==> src/rtl/instruction_fetch.sv <==
// Instruction fetch stage: PC register, IF/ID pipeline register and fetch counter.
// Optional early J-type resolution at fetch when FETCH_JUMP_EN is defined.
module instruction_fetch #(
  parameter logic [31:0] RESET_PC = 32'h0000_0000
) (
  input  logic        Clock,
  input  logic        Reset,
  output logic [31:0] Address,
  input  logic [31:0] Instruction,
  input  logic        Stall,
  input  logic        BranchTaken,
  input  logic [31:0] BranchTarget,
  output logic [31:0] IfInstruction,
  output logic [31:0] IfPcPlus4,
  output logic        IfValid,
  output logic [31:0] FetchCount
);

  localparam int unsigned XLEN = 32;
  localparam logic [5:0] OP_J = 6'b000010;

  logic [XLEN-1:0] pc;
  logic [XLEN-1:0] pc_plus4;
  logic [XLEN-1:0] seq_next_pc;
  logic [XLEN-1:0] redirect_pc;
  logic            branch_lo_unused;

  assign Address          = pc;
  assign pc_plus4         = pc + XLEN'(4);
  assign redirect_pc      = {BranchTarget[31:2], 2'b00};
  assign branch_lo_unused = ^BranchTarget[1:0];

  // PC that follows an advance: sequential, or a J target resolved at fetch
`ifdef FETCH_JUMP_EN
  logic is_jump;
  assign is_jump = (Instruction[31:26] == OP_J);

  always_comb begin
    seq_next_pc = pc_plus4;
    if (is_jump) begin
      seq_next_pc = {pc_plus4[31:28], Instruction[25:0], 2'b00};
    end
  end
`else
  logic [5:0] op_unused;
  assign op_unused = OP_J;

  always_comb begin
    seq_next_pc = pc_plus4;
  end
`endif

  // Priority: redirect over hold over advance
  always_ff @(posedge Clock or posedge Reset) begin
    if (Reset) begin
      pc            <= RESET_PC;
      IfInstruction <= '0;
      IfPcPlus4     <= '0;
      IfValid       <= 1'b0;
      FetchCount    <= '0;
    end else if (BranchTaken) begin
      pc      <= redirect_pc;
      IfValid <= 1'b0;
    end else if (!Stall) begin
      pc            <= seq_next_pc;
      IfInstruction <= Instruction;
      IfPcPlus4     <= pc_plus4;
      IfValid       <= 1'b1;
      FetchCount    <= FetchCount + XLEN'(1);
    end
  end

endmodule

==> config.mk <==
export PLATFORM = sky130hd
export DESIGN_NAME = instruction_fetch
export DESIGN_NICKNAME = d
export VERILOG_FILES = /design/src/rtl/instruction_fetch.sv
export SDC_FILE = /design/constraint.sdc
export NUM_CORES = 1
export LEC_CHECK = 0
export ABC_AREA = 1
export BUFFER_PORTS_ARGS = -buffer_cell sky130_fd_sc_hd__buf_2
export CAP_MARGIN = 20
export CELL_PAD_IN_SITES_DETAIL_PLACEMENT = 0
export CELL_PAD_IN_SITES_GLOBAL_PLACEMENT = 1
export CORE_ASPECT_RATIO = 0.9
export CORE_MARGIN = 2
export CORE_UTILIZATION = 36
export DETAILED_ROUTE_END_ITERATION = 12
export PLACE_DENSITY = 0.75
export SKIP_LAST_GASP = 1
export SYNTH_ARGS = -nofsm -noshare
export SYNTH_HDL_FRONTEND = slang
export SYNTH_SLANG_ARGS = --single-unit
==> constraint.sdc <==
create_clock -name Clock -period 4.6 [get_ports Clock]
set_clock_uncertainty 0.1 [all_clocks]
set_input_delay 0.23 -clock Clock [delete_from_list [all_inputs] [get_ports Clock]]
set_output_delay 0.23 -clock Clock [all_outputs]
set_load 0.02 [all_outputs]
# Yosys cells after proc, flatten, opt, wreduce, memory -nomap -nowiden
# Cells that the tools add are included.
# word_totals
romBits	0
mem_bits_rw	0
input_bits	68
latchBits	0
mem_count	0
regBits	129
output_inout_bits	129
elab_cells	15
# classes
n_reduce_logical	1
mux	4
add_sub_neg	2
order_cmp	0
n_eq_ne	1
n_shift	0
n_div	0
multipliers	0
bitwise	2
# ops
op	count
two-way mux 32 bit	2
adder 32 x 1 -> 32 bit, second input constant	1
adder 32 x 3 -> 32 bit, second input constant	1
two-way mux 1 bit	2
!= test 2 x 1 -> 1 bit, second input constant	1
inverter 1 bit	2
AND reduction 2 bit	1

# Depth between registers and ports, before layout
# logic_depth
ltp_word	3
ltp_mapped	10
depth_no_buf	9

# Worst setup path after synthesis
# Ideal clock, no wire load.
# synth_path
path_kind	register to register
startpoint	reg FetchCount[0]
endpoint	reg FetchCount[28]
required_ns	4.382
path_slack_ns	2.956
stages_incl_launch_ff	9
n_path_buf	0
arrival_ns	1.426
synth_period_minus_slack_ns	1.644
path_cell_list	dfrtp_1 -> ha_1 -> nand3_1 -> nor2_1 -> nand2_1 -> nor2_2 -> nand3_1 -> nand2_1 -> nand2_1
# synth_via
elab_chain_cells	1
# synth_rtl
element	line_no	rtl
start: declaration	16	output logic [31:0] FetchCount
start signal: assignment	69	FetchCount <= FetchCount + XLEN'(1);
adder 32 x 1 -> 32 bit	69	
# Every way passes these cells.
# A chain may end at the register's enable or synchronous reset.

# Worst setup path in the final report
# layout_path
startpoint	in BranchTaken
endpoint	reg FetchCount[16]
# layout_via
elab_chain_cells	2
# layout_rtl
element	line_no	rtl
start: declaration	11	input logic BranchTaken,
inverter 1 bit (no line)	--	
AND reduction 2 bit (no line)	--	
# Every way passes these cells.

==> results.cfg <==
[finish]
seqCellArea_um2 = 3130
multi_input_area_um2 = 2670
area_growth_pct = 36.6
drive_above_1_share_pct = 24.0
final_nets = 1119
n_fill_cell = 1689
diodes = 0

[timing]
hold_slack_ns = 0.0150
fmax_mhz = 519
finalSetupViolCount = 0
slew_viol_final = 0
tns_ns = 0
period_needed_ns = 1.93
worstMarginPinSlew_ns = 0.883
max-slew-margin-rel_pct = 41.1
rsz0062_at_grt = no
period_share_pct = 41.9
hold_viol = 0

[run_status]
status = completed

[clock_tree]
cts_hold_buf = 50
root_buffer = clkbuf_16
clk_latency_ns = 0.42
clock-sinks = 125
cts_setup_buffers = 0
ctsLongestPathBuffers = 2
tritoncts = done
cts_resized = 0
path_clk_slew_ns = 0.05
htreeDepth = 4
cts-buffers-inserted = 17

[power]
ir_drop_v = 0.000253
p_total_mw = 3.44
p_per_area_nw_per_um2 = 407
p_leak_nw = 4.53

[placed_design]
port_buffers = 190
dp_hpwl_um = 12700
gp_congestion = 0.816

[floorplanning]
initial_utilization_pct = 36.8
fp-row-count = 45
io_pins = 197
die_w_um = 142
core-area_um2 = 16800
die_area_um2 = 18300
fp.dieH_um = 128

[setup_path]
start_kind = input pin
worstSetupPathType = in2reg
path_max_fanout = 76
ff2ff_path_depth = 8
arrival_ns = 2.12
endpoint_kind = register
cp.required_ns = 4.79

[global_route]
grt_pass1_vias = 5570
antenna_found_initial = 0
track_usage_pct = 20.5
grt_pass1_wl_um = 29100
grt_start_max_net_pins = 77
grt.overflow.total = 0

[logic_synthesis]
syn_inst = 808
synth_warnings = 0
synth.area.top_cells = dfrtp_1 (51%), nand2_1 (22%), nand3_1 (4.5%), inv_1 (4.1%), nor2_1 (3.5%)
synth-edff-count = 0
syn-mean-instance-area_um2 = 7.66
synth_area_um2 = 6190
synth_top_area_share_pct = 50.5
synth-seq-area-share_pct = 50.5
synth_top_area_cell = dfrtp_1
post-synth-top-count-cell = nand2_1
async_flop_share_pct = 100
synth_flop_cell = dfrtp_1
synth_top_cells_by_count = nand2_1 (362), dfrtp_1 (125), inv_1 (67)
synth.distinct_cells = 32
synth-seq-cells = 125

[routing]
drt-total-wl_um = 18100
drc = 0
avgRoutedWirePerCell_um = 14.2
drt-pass1-iter-count = 5
vias = 5863
ant_nets = 0
drtIter0Drc = 292
avgViaCountPerCell = 4.61

[hold_path]
hold_path.class = in2reg
min_path_cells = 5

[run]
maxCapViolations = 0
-- cells in the final DEF, fill, tap and decap left out, types with 11 or more instances in the layout --
cell           instances
inv_1                 66
nor2_1                57
dlygate4sd3_1         50
xor2_1                12
nand2_1              362
buf_2                190
nand3_1               56
o21ai_1               11
clkbuf_16             17
dfrtp_1              125
-- power by group --
part | internal (mW) | switching (mW) | total (mW) | leakage [nW]
Sequential | 1.23 | 0.118 | 1.35 | 1.57
Clock | 0.966 | 0.494 | 1.46 | 0.310
Combinational | 0.226 | 0.410 | 0.636 | 2.65
Total | 2.42 | 1.02 | 3.44 | 4.53
-- sequential cells by signal, indices dropped and copies added (netlist names) --
register / count
IfInstruction: 32
IfValid: 1
Address: 30
IfPcPlus4: 30
FetchCount: 32
-- through the flow --
step           cell area, um2  utilization, %  cells  setup WS (ns)
2_1_floorplan            6200               -    811          0.942
3_3_place_gp             7310            43.4   1191           2.18
3_5_place_dp             7310            43.4   1191           2.20
4_1_cts                  8460            50.2   1273           2.63
5_1_grt                  8460            50.2   1273           2.47
6_report                 8460            50.2   1273           2.67
-- critical path, cell delays in order --
cell and delay [ns]:
buf_2 0.58, inv_2 0.12, nand2_4 0.69, nor2_4 0.09
nand3_1 0.19, nor2_1 0.07, xor2_1 0.14
-- path summary, 6_finish.rpt --
kind | start | end | slack, ns
hold / removal | BranchTarget[23] | Address[23] | 0.01
min in group asynchronous | Reset | IfInstruction[12] | 0.44
hold reg to reg | IfInstruction[26] | IfInstruction[26] | 0.36
setup / recovery | BranchTaken | FetchCount[16] | 2.67
setup reg to reg | Address[3] | Address[14] | 2.75
max in group asynchronous | Reset | Address[11] | 3.02
-- logic make-up after synthesis --
family	Yosys count	synth area share [%]
AND/OR/NAND/NOR	524	35.9
flip-flops	125	50.5
buffers and inverters	98	6.61
AO/OA/AOI/OAI	36	3.40
XOR/XNOR	22	3.11
adder cells (fa/ha/maj)	2	0.404
other	1	0.0606
-- layout make-up --
cell class,count,share of cell area (%)
Tap cell,211,3.12
Multi-Input combinational cell,588,31.5
Sequential cell,125,37.0
Clock buffer,23,5.77
Clock inverter,9,1.86
Inverter,74,3.31
Timing Repair Buffer,243,17.4
-- routing by layer --
metal,vias up,global-route usage (%),wire length (um)
li1,2976,-,-
met1,2689,28.4,8560
met3,28,5.66,1220
met2,170,30.9,7920
met4,0,7.53,382
met5,-,0,0
Note: power is estimated with default switching activity, not from simulation.
